==> src/rtl/mod_exp_arbiter.sv <==
// Round-robin scheduler sharing one ladder exp engine between two requesters; optional MOD_EXP_TIMEOUT_EN abort.
// Latency: req handshake -> eng_start 1 cycle, eng_finish -> rsp_valid 1 cycle; >=3 cycles overhead per job.
// Backpressure: one job in flight, req_ready only in IDLE; rsp held until rsp_ready of the granted requester.
`ifndef BITS
`define BITS 64
`endif

module mod_exp_arbiter #(
  parameter int TIMEOUT_CYCLES = 4096,
  parameter int TO_W           = 13
) (
  input  logic              clk,
  input  logic              rst,
  input  logic [1:0]        req_valid,
  output logic [1:0]        req_ready,
  input  logic [`BITS-1:0]  req0_base_mont,
  input  logic [`BITS-1:0]  req0_exponent,
  input  logic [`BITS-1:0]  req0_N,
  input  logic [`BITS-1:0]  req0_N_prime,
  input  logic [`BITS-1:0]  req0_one_mont,
  input  logic [`BITS-1:0]  req1_base_mont,
  input  logic [`BITS-1:0]  req1_exponent,
  input  logic [`BITS-1:0]  req1_N,
  input  logic [`BITS-1:0]  req1_N_prime,
  input  logic [`BITS-1:0]  req1_one_mont,
  output logic [1:0]        rsp_valid,
  input  logic [1:0]        rsp_ready,
  output logic [`BITS-1:0]  rsp_result,
  output logic              rsp_err,
  output logic              eng_start,
  output logic [`BITS-1:0]  eng_base_mont,
  output logic [`BITS-1:0]  eng_exponent,
  output logic [`BITS-1:0]  eng_N,
  output logic [`BITS-1:0]  eng_N_prime,
  output logic [`BITS-1:0]  eng_one_mont,
  input  logic              eng_finish,
  input  logic [`BITS-1:0]  eng_result,
  output logic              eng_abort
);

  typedef enum logic [1:0] {IDLE, ISSUE, WAIT, RESP} state_t;

  state_t            state, state_nxt;
  logic              rr_ptr;
  logic              gnt_id;
  logic              gnt_nxt;
  logic              launch;
  logic              fin_take;
  logic              to_fire;
  logic [`BITS-1:0]  result_q;

  // A lone requester always wins; rr_ptr only breaks ties.
  always_comb begin
    case (req_valid)
      2'b01:   gnt_nxt = 1'b0;
      2'b10:   gnt_nxt = 1'b1;
      default: gnt_nxt = rr_ptr;
    endcase
  end

  always_comb begin
    state_nxt = state;
    req_ready = 2'b00;
    launch    = 1'b0;
    fin_take  = 1'b0;
    case (state)
      IDLE: begin
        if (|req_valid && !rst) begin
          launch             = 1'b1;
          req_ready[gnt_nxt] = 1'b1;
          state_nxt          = ISSUE;
        end
      end
      ISSUE: state_nxt = WAIT;
      WAIT: begin
        if (eng_finish) begin
          fin_take  = 1'b1;
          state_nxt = RESP;
        end else if (to_fire) begin
          state_nxt = RESP;
        end
      end
      RESP: begin
        if (rsp_ready[gnt_id]) state_nxt = IDLE;
      end
      default: state_nxt = IDLE;
    endcase
  end

  always_ff @(posedge clk) begin
    if (rst) begin
      state         <= IDLE;
      rr_ptr        <= 1'b0;
      gnt_id        <= 1'b0;
      eng_base_mont <= '0;
      eng_exponent  <= '0;
      eng_N         <= '0;
      eng_N_prime   <= '0;
      eng_one_mont  <= '0;
      result_q      <= '0;
    end else begin
      state <= state_nxt;
      if (launch) begin
        gnt_id        <= gnt_nxt;
        rr_ptr        <= ~gnt_nxt;
        eng_base_mont <= gnt_nxt ? req1_base_mont : req0_base_mont;
        eng_exponent  <= gnt_nxt ? req1_exponent  : req0_exponent;
        eng_N         <= gnt_nxt ? req1_N         : req0_N;
        eng_N_prime   <= gnt_nxt ? req1_N_prime   : req0_N_prime;
        eng_one_mont  <= gnt_nxt ? req1_one_mont  : req0_one_mont;
      end
      if (fin_take) begin
        result_q <= eng_result;
      end else if (to_fire) begin
        result_q <= '0;
      end
    end
  end

  assign eng_start  = (state == ISSUE);
  assign rsp_valid  = (state == RESP) ? (gnt_id ? 2'b10 : 2'b01) : 2'b00;
  assign rsp_result = result_q;

`ifdef MOD_EXP_TIMEOUT_EN
  logic [TO_W-1:0] to_cnt;
  logic            err_q;

  // Cleared while in ISSUE so it reads 0 on the first WAIT cycle.
  always_ff @(posedge clk) begin
    if (rst) begin
      to_cnt <= '0;
      err_q  <= 1'b0;
    end else begin
      if (state == ISSUE) begin
        to_cnt <= '0;
      end else if (state == WAIT) begin
        to_cnt <= to_cnt + 1'b1;
      end
      if (fin_take) begin
        err_q <= 1'b0;
      end else if (to_fire) begin
        err_q <= 1'b1;
      end
    end
  end

  // A finish arriving on the timeout cycle takes precedence over the abort.
  assign to_fire   = (state == WAIT) && !eng_finish && (to_cnt == TO_W'(TIMEOUT_CYCLES));
  assign eng_abort = to_fire;
  assign rsp_err   = err_q;
`else
  logic [TO_W-1:0] unused_to_cfg;
  assign unused_to_cfg = TO_W'(TIMEOUT_CYCLES);
  assign to_fire   = 1'b0;
  assign eng_abort = 1'b0;
  assign rsp_err   = 1'b0;
`endif

endmodule

==> config.mk <==
export PLATFORM = sky130hd
export DESIGN_NAME = mod_exp_arbiter
export DESIGN_NICKNAME = d
export VERILOG_FILES = /design/src/rtl/mod_exp_arbiter.sv
export SDC_FILE = /design/constraint.sdc
export NUM_CORES = 1
export LEC_CHECK = 0
export ABC_AREA = 0
export BUFFER_PORTS_ARGS = -buffer_cell sky130_fd_sc_hd__buf_2
export CAP_MARGIN = 15
export CORE_AREA = 2 2 426 428
export DETAILED_ROUTE_END_ITERATION = 7
export DIE_AREA = 0 0 428 430
export SLEW_MARGIN = 20
export SYNTH_ARGS = -nofsm -noshare
export SYNTH_HDL_FRONTEND = slang
export SYNTH_SLANG_ARGS = --single-unit
==> constraint.sdc <==
create_clock -name clk -period 2.62 [get_ports clk]
set_clock_uncertainty 0.15 [all_clocks]
set_input_delay 0.131 -clock clk [delete_from_list [all_inputs] [get_ports clk]]
set_output_delay 0.131 -clock clk [all_outputs]
set_load 0.01 [all_outputs]
# After elaboration in Yosys (flattened, before gate mapping)
# Cells that the tools add are included.
# word_totals
latch_bits	0
memories	0
reg_bits	388
wordCells	49
romBits	0
ramBits	0
# op_classes
n_addsub	0
mux	22
n_reduce_logical	6
eq_ne	8
n_shift	0
n_lt_le_gt_ge	3
n_mul	0
div_mod_pow	0
bitwise_logic	1
# ops
operator	n
64-bit 2-to-1 mux	5
2-bit 2-to-1 mux	7
2-bit case mux with 4 select lines	1
1-bit 2-to-1 mux	7
2-bit equality test, second input constant	3
2-bit != test, second input constant	3
2-bit by 1-bit equality test with 1-bit output, second input constant	2
1-bit by 2-bit < comparator with 1-bit output, second input constant	2
3-bit AND reduction	1
1-bit logical AND	2
2-bit logical NOT	1
1-bit case mux with 2 select lines	1
2-bit OR reduction	1
1-bit demux with 1-bit select	1
1-bit >= comparator, second input constant	1
1-bit logical NOT	1
1-bit NOT	1

# Logic depth before layout (Yosys ltp)
# Gate-level depths: netlist of the first run.
# logic_depth
ltp_word	8
ltp_mapped	8
depth_no_buf	6

# Worst setup path after synthesis of the first run
# No wires, ideal clock.
# synth_path
kind	flip-flop to flip-flop
from	register state[0]
to	register eng_exponent[10]
path_stages_with_launch	8
required_time_ns	2.328
setup_time_ns	0.142
synth_period_minus_slack_ns	1.809
n_path_buf	3
path_slack_ns	0.811
arrival_time_ns	1.517
cell_sequence	dfxtp_1 > inv_1 > ha_1 > nor3b_2 > buf_2 > buf_2 > buf_1 > a311oi_1
# synth_via
elab_chain_cells	2
# synth_lines
element	line	text
start: declaration	43	state_t state, state_nxt;
start signal: assignment	102	state <= state_nxt;
2-bit logical NOT	66	case (state)
1-bit 2-to-1 mux	66	
end signal: assignment	107	eng_exponent <= gnt_nxt ? req1_exponent : req0_exponent;
end: declaration	32	output logic [`BITS-1:0] eng_exponent,
# No other way between the ends.
# A chain may end at the register's enable or synchronous reset.

# Worst setup path after layout of the first run
# layout_path
from	register state[1]
to	register eng_N[47]
# layout_via
elab_chain_cells	2
# layout_lines
element	line	text
2-bit logical NOT	66	
1-bit 2-to-1 mux	66	
end signal: assignment	108	eng_N <= gnt_nxt ? req1_N : req0_N;
end: declaration	33	output logic [`BITS-1:0] eng_N,
# No other way between the ends.

==> results of run 1 <==
## worst max-delay path by stage
stage                                    to  slack, ns  depth (start not counted)
after floorplan            eng_exponent[10]       0.81                          7
after global placement            eng_N[37]       0.28                          8
after detailed placement   eng_exponent[21]       0.20                          8
after CTS                     rsp_result[2]       0.01                          7
after global routing      eng_base_mont[40]      -0.01                         10
final                             eng_N[47]       0.08                          9
## worst register-to-register path, cell delays in order, from the launching register on
cell	delay (ns)
dfxtp_1	0.35
inv_1	0.10
ha_2	0.22
nor3b_4	0.24
buf_12	0.15
buf_4	0.18
buf_12	0.20
nor2_1	0.07
a311oi_1	0.24
dlygate4sd3_1	0.58
## kinds of logic (layout without fill, tap and decap cells)
family | after synthesis | after routing
DFF | 388 | 388
muxes | 4 | 4
and+or+nand+nor | 1101 | 1101
AOI/OAI and AO/OA | 389 | 389
buffers and inverters | 206 | 2012
adders and majority gates | 6 | 6
other | 1 | 77
## final cells by class
| type | instances | area [µm²] | share of cell area |
|---|---|---|---|
| multi-input cells | 1502 | 7500 | 0.221 |
| inverters | 7 | 26.3 | 0.000773 |
| clock inverters | 14 | 183 | 0.00537 |
| flip-flops and latches | 388 | 7770 | 0.228 |
| repair buffers | 1918 | 13900 | 0.410 |
| well taps | 2370 | 2970 | 0.0872 |
| clock buffers | 73 | 1430 | 0.0420 |
| diodes | 75 | 188 | 0.00552 |
## power by group through the flow
stage | sequential [mW] | clock, mW | combinational [mW]
after CTS | 8.16 | 7.16 | 10.7
after global placement | 8.22 | 0 | 9.02
after global routing | 8.34 | 7.35 | 11.8
after detailed placement | 8.27 | 0 | 9.16
after floorplan | 8.80 | 0 | 4.02
final | 8.22 | 6.99 | 11.0
## per-layer routing
layer | GRT usage | wire length, µm | vias up
li1 | - | - | 10900
met1 | 0.164 | 52200 | 11700
met2 | 0.220 | 61200 | 1624
met3 | 0.0632 | 17800 | 557
met4 | 0.0851 | 9740 | 80
met5 | 0 | 496 | -
## through the flow
| step | util | setup WS (ns) | cells | TNS [ns] | area (µm²) |
|---|---|---|---|---|---|
| after detailed placement | 0.137 | 0.205 | 5439 | 0 | 24600 |
| after floorplan | - | 0.811 | 2096 | 0 | 16200 |
| after global routing | 0.189 | -0.0109 | 6310 | -0.0217 | 33900 |
| after CTS | 0.187 | 0.0126 | 6265 | 0 | 33700 |
| final | 0.189 | 0.0787 | 6347 | 0 | 34000 |
| after global placement | 0.137 | 0.279 | 5439 | 0 | 24600 |
## cell usage after synthesis, types with 2 or more instances
cell / count
inv_1: 7
nor2_1: 322
ha_1: 6
mux2i_1: 2
a21oi_1: 65
nand2b_1: 2
nand2_1: 771
buf_4: 9
clkbuf_1: 75
buf_1: 17
and2_1: 2
a311oi_1: 320
dfxtp_1: 388
buf_2: 98
## flip-flops by register name, indices dropped and copies added (netlist names)
name / cells
rr_ptr: 1
eng_one_mont: 64
eng_base_mont: 64
rsp_result: 64
gnt_id: 1
eng_N_prime: 64
eng_N: 64
eng_exponent: 64
state: 2
## repair_timing
action | CTS | global route
setup endpoints to repair | 1 | 85
hold endpoints to repair | 386 | 1
pin swaps | 0 | 4
buffers inserted | 4 | 3
gates cloned | 2 | 3
hold buffers | 733 | 1
gates resized for setup | 1 | 14
==> summary.md, run 1 <==
| Metric | Value |
|---|---|
| Drt via density | 3.91 |
| Worst Tran Pin Value | 0.791 ns |
| Cell-internal power | 15.9 mW |
| Fin nets | 4583 |
| Core outline area | 180000 µm² |
| GRT Resource Usage Total | 0.143 |
| Crit path DAT | 2.97 ns |
| Fmax | 394 MHz |
| Status | complete, no violations |
| Top cells by area, synth | dfxtp_1 48%, nand2_1 18%, a311oi_1 17% |
| Via Count | 24800 |
| Vias in the first global route | 23700 |
| DRT antenna net count | 0 |
| Synth Area in Simple Gates | 0.258 |
| Die area | 184000 µm² |
| Synth Area in Adders | 0.00465 |
| Area leader, netlist | dfxtp_1 |
| CP Cell Sequence | inv_1 > ha_2 > nor3b_4 > buf_12 > buf_4 > buf_12 > nor2_1 > a311oi_1 > dlygate4sd3_1 |
| Mapped Area | 16200 µm² |
| Clk buf depth | 3 |
| CTS Root Cell | clkbuf_16 |
| Largest family of logic cells by synthesized area | simple AND/OR/NAND/NOR gates |
| Combinational share of power | 0.420 |
| Required time of the worst setup path | 3.05 ns |
| Hold Crit Start | eng_result[47] |
| Synthesis Warnings | 0 |
| Detailed-route wire length | 141 mm |
| Synth Area in XOR/XNOR | 0 |
| Post-synthesis mux area share | 0.00333 |
| Pwr Total | 26.2 mW |
| Worst IR Drop VDD | 0.440 mV |
| Initial core utilization | 0.0899 |
| Largest net degree at the start of global routing | 152 |
| Endpoint, Worst Hold | rsp_result[47] |
| Initial antenna violation count | 149 |
| Worst Hold Class | in -> reg |
| Crit path max-delay family | buffers and inverters |
| CP Max Fanout | 24 |
| GRT overflow | 0 |
| CTS tree | built |
| Clock power share | 0.266 |
| DRC viols | 0 |
| Final-report hold violation count | 0 |
| Slowest-stage cell, CP | dlygate4sd3_1 |
| CP Launch Type | register |
| Sw power | 10.3 mW |
| Skew-Pair Late Insertion Delay | 0.65 ns |
| Worst setup EP type | register |
| Slew HR | 0.472 |
| Die Span X | 428 µm |
| Number of synthesized register bits | 388 |
| Yosys top cell area share | 0.481 |
| Dpl hpwl | 112 mm |
| First-pass GRT wire length | 185 mm |
| Critical R2R Capture | eng_N[47] |
| Clock tree sinks | 388 |
| Post-synth cell types | 25 |
| Sw Share | 0.393 |
| CP bufs+invs | 5 |
| Top FF cell, synth | dfxtp_1 |
| Worst Path Class, Setup | reg -> reg |
| Clk pin slew, worst setup/hold paths | 0.06 ns |
| Part of the power in registers | 0.313 |
| Worst reg-to-reg setup slack | 0.08 ns |
| Post-route minimum period | 2.54 ns |
| Share of cells above drive strength 1 | 0.325 |
| Most common library cell in the layout ignoring fill and taps | buf_2 |
| Part of the cycle the worst path needs | 0.970 |
| CP peak stage delay | 0.58 ns |
| Synth async-reset ratio | 0 |
| CP startpoint | state[1] |
| Leak | 15.0 nW |
| R2r worst-path depth | 9 |
| Mapped Avg Cell Area | 7.71 µm² |
| Worst r2r src | state[1] |
| Crit-path most repeated cell | buf_12 |
| CTS buffer count | 49 |
| Gp weighted congestion | 1.01 |
| Starting DRT DRC Count | 2300 |
| IO Count | 1102 |
| Die height | 430 µm |
| Sequential fraction of the synthesis area | 0.481 |
| Post-synthesis compound-gate area fraction | 0.196 |
| Area Growth Syn to Fin | 110% |
| H-Tree Depth | 2 |
| I/O Buffers | 1099 |
| Power Density | 772 nW/µm² |
| # setup viols final | 0 |
| Number of synthesized flops with an enable pin | 0 |
| Post-DR wirelength/cell | 22.3 µm |
| Max_cap viols | 0 |
| Hold Slack | 0.118 ns |
| Placement row count | 156 |
| Fill count | 19900 |
| Most frequent cells in the layout | 1098 x buf_2, 770 x nand2_1, 733 x dlygate4sd3_1, 388 x dfxtp_1, 322 x nor2_1 |
| Post-Synthesis Cells | 2095 |
| Hold path depth | 4 |
| DRT Pass-1 Iters | 6 |
| Max-slew violations | 0 |
No activity file was read; power rests on OpenSTA's default activity.
==> run 2: changes to the inputs <==
- CELL_PAD_IN_SITES_DETAIL_PLACEMENT: not set -> 0
- CELL_PAD_IN_SITES_GLOBAL_PLACEMENT: not set -> 1
- CORE_AREA: 2 2 426 428 -> 2 2 425 427
- DIE_AREA: 0 0 428 430 -> 0 0 427 429
- PLACE_DENSITY_LB_ADDON: not set -> 0.1
==> run 2 against run 1 <==
Non-clock buffer count is 46 higher. Combinational power barely moved. Sequential power hardly changed. Utilization rose by 0.73 points. Setup slack improved by 0.018 ns.
==> summary.md, run 2 (synthesis gave the netlist of run 1 again) <==
| Metric | Value |
|---|---|
| Status | complete, no violations |
| CP peak stage delay | 0.54 ns (-0.04 ns) |
| Utilization after layout | 0.196 (+0.00729) |
| GRT overflow | 0 (unchanged) |
| Power Density | 803 nW/µm² (+4.1%) |
| # setup viols final | 0 (unchanged) |
| Clk pin slew, worst setup/hold paths | 0.05 ns (about the same) |
| Worst IR Drop VDD | 0.375 mV (-15%) |
| Setup ws final | 0.0969 ns (+0.0182 ns) |
| CP Cell Sequence | mux2i_1 > a211o_1 > dlygate4sd3_1 > o211a_1 > dlygate4sd3_1 |
| Initial core utilization | 0.0907 (+0.000875) |
| CTS tree | built |
| Fill count | 20400 (+2.9%) |
| Drt via density | 3.51 (-10%) |
| Hold Slack | 0.139 ns (+0.0213 ns) |
| Pwr Total | 28.1 mW (+7.0%) |
| Gp weighted congestion | 0.802 (-20%) |
| CP Launch Type | register |
| Most frequent cells in the layout | 1097 x buf_2, 774 x dlygate4sd3_1, 770 x nand2_1, 388 x dfxtp_1, 322 x nor2_1 |
| Post-DR wirelength/cell | 20.7 µm (-7.2%) |
| Part of the cycle the worst path needs | 0.963 (-0.00695) |
| Required time of the worst setup path | 3.06 ns (about the same) |
| IO Count | 1102 (unchanged) |
| Worst setup EP type | register |
| Setup TNS | 0 ns (unchanged) |
| I/O Buffers | 1099 (unchanged) |
| Cells after DPL | 5436 (-0.055%) |
| Max_cap viols | 0 (unchanged) |
| Share of cells above drive strength 1 | 0.326 (+0.000989) |
| Via Count | 22300 (-10%) |
| Slew HR | 0.553 (+0.0807) |
| CTS buffer count | 66 (+35%) |
| Starting DRT DRC Count | 778 (-66%) |
| Post-Layout Cell Count | 6346 (-0.016%) |
| Die area | 183000 µm² (-0.47%) |
| Area Growth Syn to Fin | 116% |
| Worst Hold Class | in -> reg |
| Core outline area | 178000 µm² (-0.96%) |
| Pre-CTS setup slack | 0.285 ns (+0.0808 ns) |
| Fmax | 396 MHz (+0.72%) |
| DRT antenna net count | 0 (unchanged) |
| Skew-Pair Late Insertion Delay | 0.64 ns (about the same) |
| Final-report hold violation count | 0 (unchanged) |
| Crit path max-delay family | buffers and inverters |
| Fin nets | 4646 (+1.4%) |
| Die height | 429 µm (-0.23%) |
| Clock tree sinks | 388 (unchanged) |
| Worst Tran Pin Value | 0.670 ns (-0.121 ns) |
| GRT Resource Usage Total | 0.137 (-0.00624) |
| DRT Pass-1 Iters | 4 (-2) |
| Placement row count | 155 (-0.64%) |
| Clk buf depth | 3 (unchanged) |
| CTS Root Cell | clkbuf_16 |
| Largest net degree at the start of global routing | 90 (-41%) |
| Slowest-stage cell, CP | dlygate4sd3_1 |
| Design Area, Final | 35000 µm² (+2.9%) |
| CP bufs+invs | 2 (-3) |
| First-pass GRT wire length | 180 mm (-2.9%) |
| DRC viols | 0 (unchanged) |
| Cell Area, Placed | 24800 µm² (+0.95%) |
| Worst Path Class, Setup | reg -> reg |
| Crit path DAT | 2.96 ns (about the same) |
| CP Max Fanout | 4 (-83%) |
| Post-route minimum period | 2.52 ns (-0.0182 ns) |
| Dpl hpwl | 101 mm (-9.4%) |
| RSZ-0062 raised after global routing | no |
| Crit-path most repeated cell | dlygate4sd3_1 |
| Initial antenna violation count | 35 (-77%) |
| Vias in the first global route | 23900 (+0.80%) |
| Most common library cell in the layout ignoring fill and taps | buf_2 |
| Die Span X | 427 µm (-0.23%) |
| H-Tree Depth | 3 (+1) |
| Leak | 15.5 nW (+3.1%) |
| Max-slew violations | 0 (unchanged) |
| Detailed-route wire length | 131 mm (-7.2%) |
## run 2: layout make-up
cell class	instances	area [µm²]	area share
clock buffer	97	1910	0.0546
sequential	388	7770	0.222
antenna	18	45.0	0.00129
timing repair buffer	1964	14500	0.415
clock inverter	15	265	0.00759
multi-input combinational	1502	7500	0.214
tap	2355	2950	0.0843
inverter	7	26.3	0.000751
## run 2: worst reg2reg max path, cell delays in order, from the launching register on
cell           delay (ns)
dfxtp_1              0.50
mux2i_1              0.43
a211o_1              0.18
dlygate4sd3_1        0.54
o211a_1              0.14
dlygate4sd3_1        0.53
## run 2: worst paths after layout
kind	start	endpoint	depth (start not counted)	slack, ns
hold / removal	req0_exponent[44]	eng_exponent[44]	4	0.14
setup reg to reg	gnt_id	state[0]	5	0.1
setup / recovery	gnt_id	state[0]	5	0.1
hold reg to reg	rsp_result[51]	rsp_result[51]	2	0.30
## run 2: timing repair
| action | CTS | global route |
|---|---|---|
| resized for setup | 3 | 7 |
| pin swaps | 0 | 0 |
| endpoints found under the hold margin | 388 | 0 |
| hold buffers | 774 | 0 |
| cloned | 2 | 1 |
| endpoints found under the setup margin | 1 | 28 |
| buffers inserted | 2 | 1 |
## run 2: report_power, final
part	total [mW]	switching, mW	internal, mW	leakage (nW)
combinational	10.8	6.18	4.60	11.2
sequential	8.19	0.841	7.35	3.19
clock	9.12	3.65	5.46	1.06
total	28.1	10.7	17.4	15.5
## run 2: metal layers
layer  wire (µm)  up-vias  GRT usage
li1            -    10900          -
met1       52900    10500      0.156
met2       66900      608      0.246
met3        6550      181     0.0300
met4        4730       26     0.0536
met5         163        -          0
